`config.mk`:
```
export PLATFORM = sky130hd
export DESIGN_NAME = room_cmd_encoder
export DESIGN_NICKNAME = d
export VERILOG_FILES = /design/src/rtl/room_cmd_pkg.sv /design/src/rtl/btn_debounce.sv /design/src/rtl/room_cmd_encoder.sv
export SDC_FILE = /design/constraint.sdc
export NUM_CORES = 1
export LEC_CHECK = 0
export ABC_AREA = 1
export BUFFER_PORTS_ARGS = -buffer_cell sky130_fd_sc_hd__buf_2
export CAP_MARGIN = 10
export CORE_ASPECT_RATIO = 0.6
export CORE_MARGIN = 10
export CORE_UTILIZATION = 29
export CTS_CLUSTER_DIAMETER = 120
export CTS_CLUSTER_SIZE = 12
export DETAILED_ROUTE_END_ITERATION = 7
export GPL_ROUTABILITY_DRIVEN = 0
export SKIP_LAST_GASP = 1
export SYNTH_ARGS = -nofsm -noshare
export SYNTH_HDL_FRONTEND = slang
export SYNTH_HIERARCHICAL = 1
export SYNTH_SLANG_ARGS = --single-unit
```
`constraint.sdc`:
```
create_clock -name clk -period 1.43 [get_ports clk]
set_input_delay 0.143 -clock clk [delete_from_list [all_inputs] [get_ports clk]]
set_output_delay 0.143 -clock clk [all_outputs]
set_load 0.01 [all_outputs]
```
`src/rtl/room_cmd_pkg.sv`:
```
// Shared types and defaults for the player command front end.
package room_cmd_pkg;

    typedef enum logic [1:0] {
        DIR_N = 2'd0,
        DIR_S = 2'd1,
        DIR_E = 2'd2,
        DIR_W = 2'd3
    } dir_e;

    typedef enum logic [1:0] {
        IDLE = 2'd0,
        FIRE = 2'd1,
        HOLD = 2'd2
    } state_e;

    localparam int unsigned NUM_DIRS            = 4;
    localparam int unsigned DEF_DEBOUNCE_CYCLES = 4;
    localparam int unsigned DEF_HOLDOFF_CYCLES  = 2;

    function automatic logic [2:0] popcount4(input logic [3:0] v);
        popcount4 = 3'(v[0]) + 3'(v[1]) + 3'(v[2]) + 3'(v[3]);
    endfunction

endpackage

```
`src/rtl/btn_debounce.sv`:
```
// One button: 2-flop synchronizer, stability counter and a one-cycle pulse
// on every accepted rising level. Releases produce no pulse.
module btn_debounce
    import room_cmd_pkg::*;
#(
    parameter int unsigned DEBOUNCE_CYCLES = DEF_DEBOUNCE_CYCLES
) (
    input  logic clk,
    input  logic rst_n,
    input  logic btn_i,
    output logic press_o
);

    localparam int unsigned      CNT_W    = $clog2(DEBOUNCE_CYCLES + 1);
    localparam logic [CNT_W-1:0] CNT_LAST = CNT_W'(DEBOUNCE_CYCLES - 1);

    logic             sync1_q, sync2_q;
    logic             level_q, level_d, level_dly_q;
    logic [CNT_W-1:0] cnt_q, cnt_d;

    // NOTE: every output of this block gets a default first, so no path can infer a latch.
    always_comb begin
        level_d = level_q;
        cnt_d   = '0;
        if (sync2_q != level_q) begin
            if (cnt_q == CNT_LAST) begin
                level_d = sync2_q;
            end else begin
                cnt_d = cnt_q + CNT_W'(1);
            end
        end
    end

    always_ff @(posedge clk or negedge rst_n) begin
        if (!rst_n) begin
            sync1_q     <= 1'b0;
            sync2_q     <= 1'b0;
            level_q     <= 1'b0;
            level_dly_q <= 1'b0;
            cnt_q       <= '0;
        end else begin
            sync1_q     <= btn_i;
            sync2_q     <= sync1_q;
            level_q     <= level_d;
            level_dly_q <= level_q;
            cnt_q       <= cnt_d;
        end
    end

    assign press_o = level_q & ~level_dly_q;

endmodule

```
`src/rtl/room_cmd_encoder.sv`:
```
// Player-side front end: turns four raw buttons into single move strobes,
// rejecting simultaneous presses, spacing moves apart and counting them.
module room_cmd_encoder
    import room_cmd_pkg::*;
#(
    parameter int unsigned DEBOUNCE_CYCLES = DEF_DEBOUNCE_CYCLES,
    parameter int unsigned HOLDOFF_CYCLES  = DEF_HOLDOFF_CYCLES,
    parameter int unsigned COUNT_W         = 8
) (
    input  logic               clk,
    input  logic               reset_n,
    input  logic               btn_n,
    input  logic               btn_s,
    input  logic               btn_e,
    input  logic               btn_w,
    input  logic               lock,
    output logic               n,
    output logic               s,
    output logic               e,
    output logic               w,
    output logic               err_multi,
    output logic               busy,
    output logic [COUNT_W-1:0] move_count
);

    localparam int unsigned HOLD_W = $clog2(HOLDOFF_CYCLES + 1);

    // Reset asserts asynchronously but leaves on a clock edge.
    logic rst_meta_q, rst_sync_q;

    // NOTE: state registers use non-blocking assignments so every flop samples pre-edge values.
    always_ff @(posedge clk or negedge reset_n) begin
        if (!reset_n) begin
            rst_meta_q <= 1'b0;
            rst_sync_q <= 1'b0;
        end else begin
            rst_meta_q <= 1'b1;
            rst_sync_q <= rst_meta_q;
        end
    end

    logic [NUM_DIRS-1:0] btn_raw;
    logic [NUM_DIRS-1:0] press;
    logic [2:0]          press_cnt;

    assign btn_raw[DIR_N] = btn_n;
    assign btn_raw[DIR_S] = btn_s;
    assign btn_raw[DIR_E] = btn_e;
    assign btn_raw[DIR_W] = btn_w;

    for (genvar i = 0; i < NUM_DIRS; i++) begin : g_btn
        btn_debounce #(
            .DEBOUNCE_CYCLES(DEBOUNCE_CYCLES)
        ) u_btn_debounce (
            .clk    (clk),
            .rst_n  (rst_sync_q),
            .btn_i  (btn_raw[i]),
            .press_o(press[i])
        );
    end

    assign press_cnt = popcount4(press);

    state_e              state_q, state_d;
    logic [HOLD_W-1:0]   hold_q, hold_d;
    logic [NUM_DIRS-1:0] strobe_q, strobe_d;
    logic                err_q, err_d;
    logic                busy_q, busy_d;
    logic [COUNT_W-1:0]  count_q, count_d;

    always_ff @(posedge clk or negedge rst_sync_q) begin
        if (!rst_sync_q) begin
            state_q <= IDLE;
        end else begin
            state_q <= state_d;
        end
    end

    // lock only gates the decision taken in IDLE; a started move always completes.
    always_comb begin
        state_d = state_q;
        unique case (state_q)
            IDLE:    if (!lock && press_cnt == 3'd1) state_d = FIRE;
            FIRE:    state_d = HOLD;
            HOLD:    if (hold_q == HOLD_W'(1)) state_d = IDLE;
            default: state_d = IDLE;
        endcase
    end

    always_comb begin
        strobe_d = '0;
        err_d    = 1'b0;
        busy_d   = (state_d != IDLE);
        hold_d   = hold_q;
        count_d  = count_q;
        unique case (state_q)
            IDLE: begin
                if (!lock) begin
                    if (press_cnt == 3'd1) begin
                        strobe_d = press;
                    end else if (press_cnt > 3'd1) begin
                        err_d = 1'b1;
                    end
                end
            end
            FIRE: begin
                hold_d = HOLD_W'(HOLDOFF_CYCLES);
                if (count_q != '1) count_d = count_q + COUNT_W'(1);
            end
            HOLD:    hold_d = hold_q - HOLD_W'(1);
            default: ;
        endcase
    end

    always_ff @(posedge clk or negedge rst_sync_q) begin
        if (!rst_sync_q) begin
            hold_q   <= '0;
            strobe_q <= '0;
            err_q    <= 1'b0;
            busy_q   <= 1'b0;
            count_q  <= '0;
        end else begin
            hold_q   <= hold_d;
            strobe_q <= strobe_d;
            err_q    <= err_d;
            busy_q   <= busy_d;
            count_q  <= count_d;
        end
    end

    assign n          = strobe_q[DIR_N];
    assign s          = strobe_q[DIR_S];
    assign e          = strobe_q[DIR_E];
    assign w          = strobe_q[DIR_W];
    assign err_multi  = err_q;
    assign busy       = busy_q;
    assign move_count = count_q;

endmodule
```
# Word level (Yosys, flattened, before mapping)
# Cells that the tools add are included.
# word_totals
out_inout_bits	14
elab_cells	88
regBits	48
# op_classes
eq_ne	13
n_mux	19
bitwise	8
order_cmp	1
n_reduce_logical	10
add_sub_neg	9
# op_table
cell	n
3-bit 2-to-1 mux	8
3-bit by 1-bit adder with 3-bit output, second input constant	4
3-bit by 2-bit equality test with 1-bit output, second input constant	4
4-bit 2-to-1 mux	3
2-bit AND reduction	5
8-bit by 1-bit adder with 8-bit output, second input constant	1
8-bit inequality test, second input constant	1
2-bit case mux with 3 select lines	1
1-bit bitwise AND	4
2-bit by 1-bit equality test with 1-bit output, second input constant	2
1-bit 2-to-1 mux	4
2-bit 2-to-1 mux	2
1-bit inequality test	4
1-bit inverter	4
2-bit case mux with 2 select lines	1
2-bit nonzero test	2
2-bit by 1-bit adder with 3-bit output	1
3-bit by 1-bit adder with 3-bit output	1
3-bit by 1-bit equality test with 1-bit output, second input constant	1
3-bit by 1-bit > comparator with 1-bit output, second input constant	1
1-bit by 1-bit adder with 2-bit output	1
2-bit equality test, second input constant	1
2-bit logical NOT	1
2-bit by 1-bit subtractor with 2-bit output, second input constant	1
other kinds (2)	2

# Logic depth before layout (Yosys ltp)
# logic_depth
word_depth	10
depth_mapped	13
mapped_depth_nobuf	13

# Cells and area by module
# The synthesis kept the hierarchy.
# by_module_without_submodules
mod	seq_area_each_um2	n_inst	area_each_um2	cells_per_inst
btn_debounce	175.2	4	267.8	27
room_cmd_encoder	500.5	1	1064.8	123

# Worst setup path after synthesis
# OpenSTA, ideal clock, no wires.
# synth_timing
path_type	register -> register
start	reg g_btn[0].u_btn_debounce.level_q
end	reg busy_q (netlist: busy)
path_stages_with_launch	14
path_buffers	0
path_slack_ns	-0.625
arrival_ns	1.989
required_ns	1.365
path_cell_list	dfrtp_1 -> inv_2 -> nor2_1 -> inv_1 -> fa_1 -> inv_1 -> ha_1 -> inv_1 -> ha_1 -> nor2_1 -> nand4_1 -> nand2_1 -> nand2_1 -> nand2_1
# synth_via
elab_chain_cells	9
# synth_rtl
item	line	text
start, declared	btn_debounce.sv:18	logic level_q, level_d, level_dly_q;
start signal, assigned	btn_debounce.sv:44	level_q <= level_d;
1-bit bitwise AND	btn_debounce.sv:50	assign press_o = level_q & ~level_dly_q;
named net press[0]	room_cmd_encoder.sv:43	logic [NUM_DIRS-1:0] press;
1-bit by 1-bit adder with 2-bit output	room_cmd_pkg.sv:22	popcount4 = 3'(v[0]) + 3'(v[1]) + 3'(v[2]) + 3'(v[3]);
2-bit by 1-bit adder with 3-bit output	room_cmd_pkg.sv:22	
3-bit by 1-bit adder with 3-bit output	room_cmd_pkg.sv:22	
3-bit by 1-bit equality test with 1-bit output	room_cmd_encoder.sv:83	IDLE: if (!lock && press_cnt == 3'd1) state_d = FIRE;
1-bit logical AND	room_cmd_encoder.sv:83	
2-bit 2-to-1 mux	room_cmd_encoder.sv:83	
2-bit case mux with 3 select lines	room_cmd_encoder.sv:82	unique case (state_q)
2-bit nonzero test	room_cmd_encoder.sv:93	busy_d = (state_d != IDLE);
named net busy_d	room_cmd_encoder.sv:68	logic busy_q, busy_d;
end signal, assigned	room_cmd_encoder.sv:126	busy_q <= busy_d;
end, declared	room_cmd_encoder.sv:68	
# The timed path passes the listed nets, and every way through them passes these cells.
# A chain may end at the register's enable or synchronous reset.

# Worst setup path in the final report
# layout_timing
start	reg g_btn[0].u_btn_debounce.level_q
end	reg strobe_q[0]
# layout_via
elab_chain_cells	8
# layout_rtl
item	line	text
1-bit bitwise AND (*)	btn_debounce.sv:50	
named net press[0]	room_cmd_encoder.sv:43	
1-bit by 1-bit adder with 2-bit output	room_cmd_pkg.sv:22	
2-bit by 1-bit adder with 3-bit output	room_cmd_pkg.sv:22	
3-bit by 1-bit adder with 3-bit output	room_cmd_pkg.sv:22	
3-bit by 1-bit equality test with 1-bit output	room_cmd_encoder.sv:99	if (press_cnt == 3'd1) begin
4-bit 2-to-1 mux (*)	room_cmd_encoder.sv:99	
4-bit 2-to-1 mux (*)	room_cmd_encoder.sv:98	if (!lock) begin
4-bit 2-to-1 mux (*)	room_cmd_encoder.sv:96	unique case (state_q)
named net strobe_d[0]	room_cmd_encoder.sv:66	logic [NUM_DIRS-1:0] strobe_q, strobe_d;
end signal, assigned	room_cmd_encoder.sv:124	strobe_q <= strobe_d;
end, declared	room_cmd_encoder.sv:66	
# Mark *: on every way through the listed nets, which the timed path passes. The rest lies on a longest branch.

==> run metrics <==
clock power share 0.226; cell repeated most along the worst path buf_4; FFs w/ async S/R, synth 1.000; net switching fraction of the power 0.3341; portion of synthesized cell area occupied by the leading cell type 0.5624; library cell occupying the most area in the post-synthesis netlist dfrtp_1; total of max-cap violations 0; count of input and output buffers 20; Critical Path RT 1650 ps; post-route cell area 2855 um^2; count of mapped cells out of synthesis approximately 230; Reg2Reg Setup Slack -680 ps; total congestion overflow 0; Detail Route Antenna Nets 0; number of clock sinks 48; clock-pin slew reported for the worst setup and hold paths after clock tree synthesis approximately 70 ps; Clk Latency, worst-skew pair slightly below 300 ps; power per standard cell area 1821 nW/um^2; per-instance average area after synthesis around 9 um^2; final hold viol count 0; TritonCTS clock tree yes; power share of the sequential group 0.365; number of enable flip-flop cells after synthesis 0; Bufs and invs on worst path 14; critical setup path kind flip-flop to flip-flop; number of nets in the finished design about 320; number of fill cells 714; total routing usage reported by global routing 0.07564; Final min period 2105 ps; top achievable clock speed about 480 MHz; die footprint 11310 um^2; effective utilization at floorplan 0.2964; P_leak between 1.5 and 2 nW; Worst Path Max Fanout 2; I/O pin count 21; Antenna Cells 0; largest stage delay on the critical path around 370 ps; depth of the most critical reg-to-reg path 16; Post-Synthesis Cell Area 2136 um^2; unrepaired setup endpoints after global routing yes; highest ir drop seen on vdd 0.6005 mV; number of core rows 24; Synth Net Count between 200 and 300; Total Routed Length about 4000 um; number of storage elements in the synthesis netlist 48; Final period util 1.472; number of search-and-repair iterations in the first detailed-routing pass 5; largest delay contributor family on the critical path buffers and inverters; CTS H-tree depth 2; result of the run finished, violations left; slowest stage cell on the critical path dfrtp_1; Clk Tree Root Cell clkbuf_16; vias post-DR 1513; die height roughly 86 um; cell-internal power 3.462 mW; Area growth syn-to-layout 33.68%; dominant cells by area after synthesis dfrtp_1 56%, nand2_1 11%, ha_1 7.6%; Core ar. between 7000 and 8000 um^2; violated checks negative setup slack; maximum number of pins on one net before global-route repair 44; max-slew violation total from the final report 0; synthesis warning total 6; startpoint kind of the worst setup timing path flip-flop; count of cell instances traversed by the critical path 16; final setup margin -675.2 ps; clk buf depth 2; Vias per Instance approximately 3.9; Post-Place Setup Slack -657.5 ps; count of unique library cells instantiated by Yosys 21; wire length per cell after detailed routing between 10 and 15 um; most common cell in the synthesized netlist nand2_1; number of buffers inserted during clock tree synthesis 5; total of endpoints with negative setup slack in the final report 7; placed wire-length estimate ~2700 um; initial antenna violation count 0; wire length of the first global-routing pass 6817 um; horizontal die dimension 130.8 um; via count of the first global-routing pass 1512; launching element of the worst setup path g_btn[0].u_btn_debounce/level_q; sort of element at the end of the critical path flip-flop; combinational group share of total power 0.409; WP data arrival approximately 2300 ps; placed inst area approximately 2500 um^2; most frequent cells after synthesis 60 x nand2_1, 48 x dfrtp_1, 38 x inv_1, 29 x nor2_1; R2R Path End strobe_q[0]; r2r startpoint g_btn[0].u_btn_debounce/level_q; worst path cell trace inv_2 -> nor2_2 -> inv_2 -> buf_6 -> buf_4 -> buf_4 -> buf_4 -> buf_4 -> buf_4 -> buf_4 -> buf_4 -> buf_4 -> buf_4 -> buf_4 -> buf_4 -> nor2_1; initial DRC count between 100 and 150; class of the worst hold path flip-flop to asynchronous set/reset pin; ratio of cells with drive above 1 in the final layout 0.3311; capture point of the critical path strobe_q[0]; clock skew 8.220 ps; switching power summed over all nets ~1.7 mW; post-route DRC violation count 0; part of the Yosys area used for sequential elements 0.5624; primary flip-flop cell chosen by synthesis mapping dfrtp_1; Hold WS 77.25 ps
registers in the layout (all words and copies together) (netlist names):
signal	count
move_count	8
busy	1
strobe_q	4
g_btn.u_btn_debounce/sync1_q	4
err_multi	1
g_btn.u_btn_debounce/cnt_q	12
state_q	2
g_btn.u_btn_debounce/level_dly_q	4
g_btn.u_btn_debounce/level_q	4
rst_meta_q	1
rst_sync_q	1
g_btn.u_btn_debounce/sync2_q	4
hold_q	2
routing by layer:
metal | up-vias | routed length, um | part of all wire | track usage
met5 | - | 0 | 0 | 0
met4 | 0 | 54 | 0.014 | 0.02412
met3 | 4 | 208 | 0.053 | 0.02988
met2 | 19 | 1633 | 0.42 | 0.1134
met1 | 678 | 2010 | 0.51 | 0.09757
li1 | 812 | - | - | -
repair_timing:
item                                    CTS  global route
buffers inserted                         13             5
hold buffers                              5             0
resized for setup                         3            14
pin swaps                                 2             3
endpoints found under the setup margin    7             9
hold endpoints to repair                  6             0
cell usage in the layout (no fill, tap or decap), types with 2 or more instances in the layout:
| cell | count |
|---|---|
| a21oi_1 | 2 |
| buf_2 | 20 |
| buf_4 | 30 |
| clkbuf_16 | 5 |
| dfrtp_1 | 47 |
| dlygate4sd3_1 | 5 |
| ha_1 | 11 |
| ha_4 | 2 |
| inv_1 | 33 |
| inv_2 | 8 |
| nand2_1 | 59 |
| nand2_2 | 14 |
| nand3_1 | 7 |
| nand4_1 | 3 |
| nor2_1 | 22 |
| nor2_2 | 7 |
| nor2_4 | 2 |
| o21ai_0 | 2 |
| xor2_1 | 2 |
per-stage QoR:
step | power, mW | utilization | cells | TNS, ps
6_report | 5.199 | 0.3962 | 387 | -4012
4_1_cts | 5.017 | 0.3863 | 382 | -4051
3_3_place_gp | 3.480 | 0.3429 | 356 | -3515
3_5_place_dp | 3.523 | 0.3429 | 356 | -3938
2_1_floorplan | 2.932 | - | 231 | -3305
5_1_grt | 5.672 | 0.3962 | 387 | -4599
cells by family (layout without fill, tap and decap cells):
kind of cell	Yosys count	after routing	share of synthesized area
compound gates	5	5	0.01348
fa+ha+maj	14	14	0.08553
xor+xnor	3	3	0.01230
other cells	1	1	0.001756
flops	48	48	0.5624
simple gates	116	116	0.2449
buf+inv	44	109	0.07967
power groups by stage:
stage	clock (mW)	sequential, mW	combinational [mW]
finish	1.18	1.90	2.12
CTS	1.22	1.90	1.89
detailed placement	0	1.92	1.60
global placement	0	1.92	1.56
global route	1.30	1.95	2.43
floorplan	0	1.96	0.967
how the worst min path moves through the flow:
stage | from | to | slack (ps) | cells after the start
3_3_place_gp | reset_n | rst_meta_q | -70 | 1
2_1_floorplan | reset_n | rst_meta_q | -150 | 0
6_report | rst_sync_q | move_count[2] | 80 | 0
4_1_cts | rst_sync_q | move_count[1] | 80 | 0
5_1_grt | rst_sync_q | move_count[0] | 90 | 0
3_5_place_dp | reset_n | rst_meta_q | -70 | 1
layout make-up:
type                    instances  area [um^2]  area share
inverters                      44        172.7     0.06047
well taps                      91        113.9     0.03988
clock inverters                 1        7.507    0.002629
repair buffers                 57        406.6      0.1424
flip-flops and latches         48         1202      0.4211
multi-input cells             139        809.5      0.2835
clock buffers                   7        142.6     0.04996
No activity file was read; power rests on OpenSTA's default activity.
